**src/rtl/tone_pkg.sv**
```systemverilog
// Shared constants and the note table for the tone keyboard.
// Terms are half-period counter terminal values at a given clock.
package tone_pkg;

    localparam int F_CLK    = 12000000;
    localparam int MAX_KEYS = 8;

    // Note frequencies in millihertz, C4 up to C5.
    function automatic longint note_mhz(input int i);
        case (i)
            0:       return 64'd261626;
            1:       return 64'd293665;
            2:       return 64'd329628;
            3:       return 64'd349228;
            4:       return 64'd391995;
            5:       return 64'd440000;
            6:       return 64'd493883;
            default: return 64'd523251;
        endcase
    endfunction

    // round(f_clk / (2*f)) - 1, done in integer millihertz.
    function automatic int note_term(input longint f_clk, input int i);
        longint f;
        f = note_mhz(i);
        return int'((f_clk * 1000 + f) / (2 * f) - 1);
    endfunction

    localparam int NOTE_T [MAX_KEYS] = '{
        note_term(F_CLK, 0), note_term(F_CLK, 1),
        note_term(F_CLK, 2), note_term(F_CLK, 3),
        note_term(F_CLK, 4), note_term(F_CLK, 5),
        note_term(F_CLK, 6), note_term(F_CLK, 7)
    };

endpackage

```
**src/rtl/tone_divider.sv**
```systemverilog
// Square-wave generator: tracks the sounding note and restarts
// the phase whenever key, octave or validity changes.
module tone_divider
    import tone_pkg::*;
#(
    parameter int CNT_W = 16
) (
    input  logic             clk,
    input  logic             rst_n,
    input  logic             p_valid,
    input  logic [2:0]       p_idx,
    input  logic [1:0]       p_oct,
    input  logic [CNT_W-1:0] p_term,
    output logic             cur_valid,
    output logic [2:0]       cur_idx,
    output logic             sq
);

    logic [1:0]       cur_oct;
    logic [CNT_W-1:0] cnt;
    logic             change;

    assign change = (p_valid != cur_valid) ||
                    (p_idx   != cur_idx)   ||
                    (p_oct   != cur_oct);

    // Latch new note with phase restart, else count half-periods.
    always_ff @(posedge clk or negedge rst_n) begin
        if (!rst_n) begin
            cur_valid <= 1'b0;
            cur_idx   <= '0;
            cur_oct   <= '0;
            cnt       <= '0;
            sq        <= 1'b0;
        end else if (change) begin
            cur_valid <= p_valid;
            cur_idx   <= p_idx;
            cur_oct   <= p_oct;
            cnt       <= '0;
            sq        <= p_valid;
        end else if (cur_valid) begin
            if (cnt == p_term) begin
                cnt <= '0;
                sq  <= ~sq;
            end else begin
                cnt <= cnt + 1'b1;
            end
        end else begin
            cnt <= '0;
            sq  <= 1'b0;
        end
    end

endmodule

```
**src/rtl/tone_keyboard.sv**
```systemverilog
// Multi-key square-wave tone player: sync, priority pick, table
// lookup with octave shift, then the divider.
module tone_keyboard
    import tone_pkg::*;
#(
    parameter int NUM_KEYS = 8,
    parameter int CNT_W    = 16,
    parameter int F_CLK    = 12000000
) (
    input  logic                clk,
    input  logic                rst_n,
    input  logic [NUM_KEYS-1:0] btn,
    input  logic [1:0]          oct,
    output logic [NUM_KEYS-1:0] key_leds,
    output logic                note_valid,
    output logic [2:0]          note_idx,
    output logic                pwmout
);

    localparam int TBL [MAX_KEYS] = '{
        note_term(F_CLK, 0), note_term(F_CLK, 1),
        note_term(F_CLK, 2), note_term(F_CLK, 3),
        note_term(F_CLK, 4), note_term(F_CLK, 5),
        note_term(F_CLK, 6), note_term(F_CLK, 7)
    };

    logic [NUM_KEYS-1:0] k_s1, k_s2;
    logic [1:0]          o_s1, o_s2;
    logic                enc_valid;
    logic [2:0]          enc_idx;
    logic [CNT_W-1:0]    base;
    logic [CNT_W:0]      half;
    logic [CNT_W-1:0]    term;
    logic                p_valid;
    logic [2:0]          p_idx;
    logic [1:0]          p_oct;
    logic [CNT_W-1:0]    p_term;

    // Two-flop synchroniser; buttons inverted to active-high.
    always_ff @(posedge clk or negedge rst_n) begin
        if (!rst_n) begin
            k_s1 <= '0;
            k_s2 <= '0;
            o_s1 <= '0;
            o_s2 <= '0;
        end else begin
            k_s1 <= ~btn;
            k_s2 <= k_s1;
            o_s1 <= oct;
            o_s2 <= o_s1;
        end
    end

    assign key_leds = k_s2;

    // Lowest pressed index wins.
    always_comb begin
        enc_valid = |k_s2;
        enc_idx   = '0;
        for (int i = NUM_KEYS - 1; i >= 0; i--) begin
            if (k_s2[i]) enc_idx = 3'(i);
        end
    end

    // Octave shift divides the half-period, rounding down.
    always_comb begin
        base = CNT_W'(TBL[enc_idx]);
        half = ({1'b0, base} + 1'b1) >> o_s2;
        term = half[CNT_W-1:0] - 1'b1;
    end

    // Registered note selection feeding the divider.
    always_ff @(posedge clk or negedge rst_n) begin
        if (!rst_n) begin
            p_valid <= 1'b0;
            p_idx   <= '0;
            p_oct   <= '0;
            p_term  <= '0;
        end else begin
            p_valid <= enc_valid;
            p_idx   <= enc_idx;
            p_oct   <= o_s2;
            p_term  <= term;
        end
    end

    tone_divider #(
        .CNT_W(CNT_W)
    ) u_div (
        .clk      (clk),
        .rst_n    (rst_n),
        .p_valid  (p_valid),
        .p_idx    (p_idx),
        .p_oct    (p_oct),
        .p_term   (p_term),
        .cur_valid(note_valid),
        .cur_idx  (note_idx),
        .sq       (pwmout)
    );

endmodule
```
**config.mk**
```make
export PLATFORM = sky130hd
export DESIGN_NAME = tone_keyboard
export DESIGN_NICKNAME = d
export VERILOG_FILES = /design/src/rtl/tone_pkg.sv /design/src/rtl/tone_divider.sv /design/src/rtl/tone_keyboard.sv
export SDC_FILE = /design/constraint.sdc
export NUM_CORES = 1
export LEC_CHECK = 0
export CAP_MARGIN = 20
export CORE_ASPECT_RATIO = 1.25
export CORE_UTILIZATION = 60
export DETAILED_ROUTE_END_ITERATION = 8
export GPL_TIMING_DRIVEN = 0
export PLACE_DENSITY = 0.9
export SETUP_SLACK_MARGIN = 0.15
export SLEW_MARGIN = 20
export SYNTH_ARGS = -nofsm -noshare
export SYNTH_HDL_FRONTEND = slang
export SYNTH_SLANG_ARGS = --single-unit
```
**constraint.sdc**
```tcl
create_clock -name clk -period 6.3 [get_ports clk]
set_input_delay 0.945 -clock clk [delete_from_list [all_inputs] [get_ports clk]]
set_output_delay 0.945 -clock clk [all_outputs]
set_load 0.01 [all_outputs]
```
==> impl_metrics.ini, run 1 <==
[synth]
synth-xor-area-share = 0.113
synth_edf_count = 0
ys_seq_area_frac = 0.489
synth_top_area_share = 0.489
synth-compound-area-share = 0.109
ys_ff_latch = 65
synth-simple-area-share = 0.189
synth_most_common_cell = dfrtp_1
synthAdderAreaFrac = 0.0414
yosys.area.top_type = dfrtp_1
syn-cell-area_mm2 = 0.00332
synth_common_cells = dfrtp_1, nor2_1, xor2_1
ys_warn_count = 0
syn_area_per_cell_um2 = 10.0
synth_top_family_by_area = simple AND/OR/NAND/NOR gates
synthMuxAreaShare = 0.0188
yosys.cell_types.count = 51
synth_nets = 355
synth_flop_cell = dfrtp_1
async_reset_ff_frac = 1.00
synth_area_leaders = dfrtp_1, xor2_1, nor2_1
synthCells = 332

[clocking]
h-tree-depth = 3
clockRootBuffer = clkbuf_8
clk_pin_slew_ps = 70
tritoncts = built
post_cts_buffers = 0
ctsResizeCount = 0
clock_latency_ps = 330
cts_made_buffers = 9
clk_path_buf_depth = 2
cts_hold_buf = 0
cts.sinks = 65

[sta]
period_needed_ps = 4310
hold_viol = 0
fin_tns_setup_ps = 0
final.period_utilization = 0.684
timing.fmax_ghz = 0.232
rsz0062_at_grt = no
setup_violations = 0
worst_slack_ps = 1990
fin_skew_ps = 6.19
tightest_slew_ps = 608
drv_slew = 0
maxSlewHeadroom = 0.589

[finish]
stdcell_area_mm2 = 0.00383
final_nets = 391
finalNonFillerCells = 435
postLayoutCoreUtil = 0.739
diodes = 0
area_growth_pct = 15.4
drive_above_1_share = 0.0831

[grt]
grt_max_degree = 38
overflow = 0
track_usage = 0.266
grt_pass1_vias = 2538
grt_pass1_wl_um = 11300
antenna_found_initial = 0

[routing]
dr.first_iter.drc_count = 122
routed_wl_um = 6850
highest_layer = met4
drt-met1-wl_um = 2670
drtAntennaViolNets = 0
avgRoutedWirePerCell_um = 15.8
drc = 0
met2_length_um = 3730
via_per_inst = 5.61
vias = 2441
wl_met3_um = 248
firstDrtPassIters = 5

[power_and_ir_drop]
pwr-share-comb = 0.154
power.switching_uw = 244
pwr_density_cell_mw_per_mm2 = 238
p_int_uw = 668
pwr-share-clk = 0.342
p_leak_uw = 0.00168
vdd_drop_max_mv = 0.245
p_sw_frac = 0.268
seq_power_share = 0.505

[worst_setup_path]
cp_top_family = compound AO/OA/AOI/OAI gates
worstPathArrival_ps = 4500
worstSetupStartpointType = flip-flop
crit_type = reg -> reg
critPathMaxStageDelay_ps = 490
crit_slowest_cell = a311o_4
required_ps = 6500
path_common_cell = ha_1
crit_buf_inv = 1
crit_chain = nor2b_1 > o211a_1 > nor2_1 > or2_2 > inv_1 > ha_1 > nand2_1 > o21ai_0 > ha_1 > nor2b_1 > o21ai_0 > xor2_1 > a311o_4 > mux2i_1 > ha_1 > o311ai_1 > a2111oi_2 > a21oi_1
crit_fanout = 8
cp-end-kind = flip-flop

[place]
dp_hpwl_um = 5010
dp_slack_ps = 2120
placed_cell_area_mm2 = 0.00366
dp.cells = 419
io_buffers = 24
routabilityCongestion = 0.909

[floorplanning]
num_io_pins = 25
die_x_um = 68.6
std_cell_rows = 29
die_h_um = 85.2
core_mm2 = 0.00519
die_area_mm2 = 0.00584
initial_utilization = 0.641

[run_status]
outcome = complete, no violations

[min_path]
hp-class = reg -> reg

[job]
max_cap_violations = 0
-- sequential cells by signal, summed over array words and instances (netlist names) --
name / count
u_div.cur_oct: 2
u_div.sq: 1
o_s1: 2
key_leds: 8
u_div.cur_idx: 3
u_div.cur_valid: 1
u_div.cnt: 16
p_idx: 3
p_oct: 2
o_s2: 2
p_term: 16
k_s1: 8
p_valid: 1
-- worst reg2reg max path: cells and delay by family (launching register included) --
family                   cells  cell delay (ps)
buffers and inverters        1              160
multiplexers                 1              150
XOR/XNOR                     1              210
adder cells (fa/ha/maj)      3              700
flip-flops                   1              480
AND/OR/NAND/NOR              5              800
AO/OA/AOI/OAI                7             1680
-- cell families after synthesis --
logic type                 Yosys count
AOI/OAI and AO/OA                   54
xor gates and xnor gates            43
other                                1
buffers and inverters               33
DFF                                 65
adders and majority gates           11
and+or+nand+nor                    119
muxes                                6
-- cell type report --
| type | instances | area [µm²] |
|---|---|---|
| fillers | 374 | 1350 |
| multi-input cells | 234 | 1570 |
| inverters | 19 | 71.3 |
| well taps | 62 | 77.6 |
| repair buffers | 25 | 258 |
| flip-flops and latches | 65 | 1630 |
| plain buffers | 14 | 56.3 |
| clock buffers | 14 | 163 |
| clock inverters | 2 | 12.5 |
-- placed cells by master, fill, tap and decap left out, drive strengths merged, types with 2 or more instances in the layout --
cell type / count
clkdlybuf4s50: 23
inv: 19
or3: 4
or2: 2
nand3: 14
nor4: 7
clkbuf: 27
a211oi: 3
o22ai: 2
a211o: 2
nor2: 40
nand2b: 3
o31ai: 2
a31oi: 3
xor2: 31
ha: 11
a21oi: 14
or4: 3
o21ai: 14
o211ai: 3
buf: 3
mux2: 2
nand2: 24
nor3: 9
nor2b: 4
o31a: 3
mux2i: 4
dfrtp: 65
nand4: 4
xnor2: 12
-- path summary, 6_finish.rpt --
kind	start	endpoint	slack, ps	cells past startpoint
setup / recovery	key_leds[7]	p_term[8]	1990	18
hold / removal	k_s1[7]	key_leds[7]	340	0
setup reg to reg	key_leds[7]	p_term[8]	1990	18
hold reg to reg	k_s1[7]	key_leds[7]	340	0
max in group asynchronous	rst_n	p_term[11]	5270	2
min in group asynchronous	rst_n	u_div.cur_oct[0]	530	1
-- power groups by stage --
stage                     Combinational (µW)  Clock, µW  Sequential, µW
after floorplan                         89.9          0             466
after global placement                   132          0             467
after detailed placement                 138          0             468
after CTS                                139        320             461
after global routing                     155        335             463
final                                    140        311             461
-- per-stage QoR --
step | power, µW | hold slack [ps]
6_report | 912 | 344
5_1_grt | 953 | 354
4_1_cts | 920 | 346
3_5_place_dp | 606 | 336
3_3_place_gp | 599 | 332
2_1_floorplan | 556 | 331
-- metal layers --
layer	up-vias	GRT usage
met1	1165	0.281
met3	14	0.0618
met5	-	0
met4	0	0.134
li1	1199	-
met2	63	0.472
No activity file was read; power rests on OpenSTA's default activity.
==> run 2, diff against run 1 <==
--- a/config.mk
+++ b/config.mk
@@ -7,10 +7,10 @@
 export LEC_CHECK = 0
 export CAP_MARGIN = 20
 export CORE_ASPECT_RATIO = 1.25
-export CORE_UTILIZATION = 60
+export CORE_UTILIZATION = 58
 export DETAILED_ROUTE_END_ITERATION = 8
 export GPL_TIMING_DRIVEN = 0
-export PLACE_DENSITY = 0.9
+export PLACE_DENSITY = 0.88
 export SETUP_SLACK_MARGIN = 0.15
 export SLEW_MARGIN = 20
 export SYNTH_ARGS = -nofsm -noshare
==> constraint.sdc (replaced) <==
create_clock -name clk -period 4.2 [get_ports clk]
set_input_delay 0.63 -clock clk [delete_from_list [all_inputs] [get_ports clk]]
set_output_delay 0.63 -clock clk [all_outputs]
set_load 0.01 [all_outputs]
==> impl_metrics.ini, run 2 (same netlist as run 1, synthesis figures left out) <==
[run_status]
outcome = complete, no violations

[finish]
layout_common_cells = dfrtp_1, nor2_1, xor2_1
multiInputGateArea_mm2 = 0.00160
postLayoutCoreUtil = 0.729
diodes = 0
final_nets = 401
area_growth_pct = 20.1
nFillCells = 385
drive_above_1_share = 0.147
layout_commonest_cell = dfrtp_1
regArea_mm2 = 0.00163
top_regs = p_term x16, u_div.cnt x16

[sta]
tightest_slew_ps = 643
fin_skew_ps = 6.94
rsz0062_at_grt = no
holdWs_ps = 136
final.period_utilization = 0.920
drv_slew = 0
setup_violations = 0
hold_viol = 0
timing.fmax_ghz = 0.259
period_needed_ps = 3860
maxSlewHeadroom = 0.569

[job]
max_cap_violations = 0

[routing]
avgRoutedWirePerCell_um = 15.6
firstDrtPassIters = 5
dr.first_iter.drc_count = 125
drtAntennaViolNets = 0
via_per_inst = 5.69
drc = 0
vias = 2538
routed_wl_um = 6950

[power_and_ir_drop]
seq_power_share = 0.462
pwr-share-comb = 0.154
p_sw_frac = 0.255
pwr-share-clk = 0.384
p_leak_uw = 0.00174
p_int_uw = 1110
vdd_drop_max_mv = 0.250
pwr_density_cell_mw_per_mm2 = 374
power.switching_uw = 381

[floorplanning]
std_cell_rows = 30
initial_utilization = 0.607
num_io_pins = 25
core_mm2 = 0.00548
die_area_mm2 = 0.00604
die_h_um = 86.6
die_x_um = 69.7

[worst_setup_path]
crit_slowest_cell = dfrtp_2
crit_buf_inv = 2
worstSetupStartpointType = flip-flop
cp-end-kind = flip-flop
required_ps = 4470
worstPathArrival_ps = 4130
crit_fanout = 6
critPathMaxStageDelay_ps = 460
crit_type = reg -> reg
cp_top_family = compound AO/OA/AOI/OAI gates
crit_chain = nor2b_2 > o211a_1 > nor2_1 > or2_4 > inv_2 > ha_2 > nand2_1 > o21ai_0 > ha_2 > nor2b_1 > o21ai_0 > xor2_1 > a311o_4 > mux2i_1 > ha_2 > o311ai_2 > a2111oi_2 > buf_4 > xor2_1
path_common_cell = ha_2

[place]
routabilityCongestion = 0.914
dp_hpwl_um = 5030
io_buffers = 24

[clocking]
clk_path_buf_depth = 2
cts.sinks = 65
clockRootBuffer = clkbuf_8
tritoncts = built
clk_pin_slew_ps = 70
clock_latency_ps = 340
cts_made_buffers = 9
h-tree-depth = 3

[grt]
antenna_found_initial = 0
overflow = 0
grt_max_degree = 52
grt_pass1_wl_um = 11600
track_usage = 0.251
grt_pass1_vias = 2671

[min_path]
hp-class = in -> async
## run 2: cell count changes in the layout (fill, tap and decap cells not counted), sizes merged
cell      before  now
clkbuf        27   23
buf            3   13
bufinv         0    2
clkinvlp       1    2
## run 2: cell type report
| type | count | share of cell area |
|---|---|---|
| inverter | 19 | 0.0179 |
| timing repair buffer | 35 | 0.0852 |
| sequential | 65 | 0.409 |
| tap | 64 | 0.0201 |
| clock inverter | 5 | 0.0201 |
| multi-input combinational | 234 | 0.400 |
| buffer | 14 | 0.0141 |
| clock buffer | 10 | 0.0345 |
## run 2: path summary, 6_finish.rpt
path                       depth (start not counted)            to         from  slack, ps
max                                               19     p_term[6]  key_leds[6]        340
min                                                1  u_div.cnt[5]        rst_n        140
max reg2reg                                       19     p_term[6]  key_leds[6]        340
min reg2reg                                        0   key_leds[6]      k_s1[6]        350
max in group asynchronous                          2   key_leds[6]        rst_n       3550
min in group clk                                   0   key_leds[6]      k_s1[6]        350
## run 2: timing repair
action / CTS / global route
setup endpoints to repair: 3 / 3
pin swaps: 1 / 5
hold buffers: 0 / 0
resized for setup: 4 / 10
setup buffers: 1 / 9
## run 2: worst register-to-register path, cell delays in order, from the launching register on
cell and delay [ps]:
dfrtp_2 460, nor2b_2 140, o211a_1 180, nor2_1 50, or2_4 260, inv_2 100
ha_2 220, nand2_1 50, o21ai_0 80, ha_2 230, nor2b_1 130, o21ai_0 100
xor2_1 180, a311o_4 420, mux2i_1 150, ha_2 230, o311ai_2 150, a2111oi_2 350
buf_4 180, xor2_1 120
## run 2: metrics by stage
step	area, µm²	power [µW]	instances	setup TNS, ps	setup slack [ps]
finish	3990	1500	446	0	337
global route	3990	1560	446	0	135
CTS	3910	1490	437	0	158
detailed placement	3670	911	421	-88.2	-76.3
global placement	3640	898	420	0	90.4
floorplan	3320	835	332	0	471
## run 2: power by group through the flow
stage	Combinational (µW)	Sequential (µW)	Clock, µW
detailed placement	208	703	0
floorplan	135	700	0
global route	252	696	612
CTS	212	691	586
global placement	197	700	0
finish	230	690	575
## run 2: layer usage
metal  GRT usage  routed length, µm  vias to the layer above
met1       0.250               2660                     1201
li1            -                  -                     1222
met5           0                  0                        -
met2       0.458               3670                       82
met4       0.185                356                        0
met3      0.0581                266                       33
==> run 3, diff against run 2 <==
--- a/config.mk
+++ b/config.mk
@@ -9,6 +9,7 @@
 export CORE_ASPECT_RATIO = 1.25
 export CORE_UTILIZATION = 58
 export DETAILED_ROUTE_END_ITERATION = 8
+export GPL_ROUTABILITY_DRIVEN = 0
 export GPL_TIMING_DRIVEN = 0
 export PLACE_DENSITY = 0.88
 export SETUP_SLACK_MARGIN = 0.15
==> impl_metrics.ini, run 3 (same netlist as run 1, synthesis figures left out) <==
[worst_setup_path]
worstPathArrival_ps = 4020
crit_type = reg -> reg
path_common_cell = o21ai_0
cp_top_family = compound AO/OA/AOI/OAI gates
reg2reg_depth = 15
crit_chain = nor2_1 > o21ai_0 > a211o_1 > inv_1 > ha_1 > nand2_1 > or4_1 > nand3_1 > and2_1 > o21ai_0 > a21oi_1 > ha_2 > o311ai_4 > a2111oi_4 > xor2_1
r2r-start = key_leds[5]
r2r_end = p_term[6]
cp-end-kind = flip-flop
critPathMaxStageDelay_ps = 470
required_ps = 4470
r2r_slack_ps = 440
worstSetupStartpointType = flip-flop
crit_fanout = 7
crit_slowest_cell = dfrtp_1
crit_buf_inv = 1

[sta]
fin_skew_ps = 8.88
rsz0062_at_grt = no
timing.fmax_ghz = 0.266
period_needed_ps = 3760
setup_violations = 0
hold_viol = 0
final.period_utilization = 0.895
maxSlewHeadroom = 0.543
tightest_slew_ps = 681
fin_tns_setup_ps = 0
drv_slew = 0

[finish]
diodes = 0
final_nets = 398
finalNonFillerCells = 444
layout_common_cells = dfrtp_1, nor2_1, xor2_1
area_growth_pct = 20.2
layout_commonest_cell = dfrtp_1
drive_above_1_share = 0.132
nFillCells = 355
top_regs = p_term x16, u_div.cnt x16

[floorplanning]
die_area_mm2 = 0.00604
die_x_um = 69.7
core_mm2 = 0.00548
initial_utilization = 0.607
die_h_um = 86.6
std_cell_rows = 30
num_io_pins = 25

[job]
max_cap_violations = 0

[place]
io_buffers = 24
dp_hpwl_um = 4760
dp.cells = 421

[power_and_ir_drop]
pwr_density_cell_mw_per_mm2 = 379
total_power_uw = 1510
vdd_drop_max_mv = 0.434
p_leak_uw = 0.00174

[grt]
antenna_found_initial = 0
grt_max_degree = 65
overflow = 0
grt_pass1_vias = 2566
track_usage = 0.250
grt_pass1_wl_um = 11700

[routing]
via_per_inst = 5.76
firstDrtPassIters = 7
routed_wl_um = 6850
drc = 0
drtAntennaViolNets = 0
avgRoutedWirePerCell_um = 15.4
vias = 2557
dr.first_iter.drc_count = 154

[run_status]
outcome = complete, no violations

[clocking]
clk_path_buf_depth = 2
cts.sinks = 65
cts_made_buffers = 9
h-tree-depth = 3
clock_latency_ps = 340
cts_hold_buf = 0
tritoncts = built
clk_pin_slew_ps = 70
clockRootBuffer = clkbuf_8

[min_path]
hp-class = in -> async
[run 3: layout make-up]
| type | instances | area [µm²] | area share |
|---|---|---|---|
| Inverter | 19 | 71.3 | 0.0179 |
| Clock buffer | 11 | 151 | 0.0379 |
| Clock inverter | 5 | 77.6 | 0.0194 |
| Timing Repair Buffer | 32 | 318 | 0.0795 |
| Sequential cell | 65 | 1630 | 0.408 |
| Buffer | 14 | 56.3 | 0.0141 |
| Tap cell | 64 | 80.1 | 0.0200 |
| Multi-Input combinational cell | 234 | 1610 | 0.403 |
[run 3: worst max path at each step]
stage          slack, ps        end  depth (start not counted)         from
5_1_grt              140  p_term[6]                         18  key_leds[6]
3_5_place_dp          60  p_term[6]                         18  key_leds[7]
4_1_cts              170  p_term[6]                         18  key_leds[6]
6_report             440  p_term[6]                         15  key_leds[5]
3_3_place_gp         160  p_term[8]                         18  key_leds[7]
2_1_floorplan        470  p_term[6]                         18  key_leds[7]
[run 3: routing by layer]
metal | track usage | share of wire | up-vias
met4 | 0.133 | 0.041 | 0
met5 | 0 | 0 | -
li1 | - | - | 1218
met2 | 0.440 | 0.52 | 85
met1 | 0.277 | 0.40 | 1226
met3 | 0.0674 | 0.046 | 28
[run 3: worst register-to-register path, delay by kind of cell (launching register included)]
kind	cells	cell delay, ps
AO/OA/AOI/OAI	6	1380
AND/OR/NAND/NOR	5	960
adder cells (fa/ha/maj)	2	540
flip-flops	1	470
XOR/XNOR	1	180
buffers and inverters	1	160
[run 3: through the flow]
stage               setup WS, ps  hold WS, ps  area (µm²)   util
floorplan                    471          331        3320      -
global placement             160          332        3640  0.665
detailed placement          59.4          335        3670  0.670
CTS                          171         63.0        3900  0.712
global route                 141         58.1        4000  0.729
finish                       442         78.5        4000  0.729
[run 3: timing repair]
| action | 4_1_cts | 5_1_grt |
|---|---|---|
| setup buffers | 0 | 7 |
| gates resized for setup | 3 | 8 |
| hold endpoints to repair | 0 | 0 |
| setup endpoints to repair | 2 | 3 |
| pin swaps | 1 | 3 |
[run 3: where the power goes]
part           switching (µW)  internal (µW)  leakage [µW]
combinational             126            101      0.000833
clock                     232            364      0.000115
sequential               25.7            665      0.000795
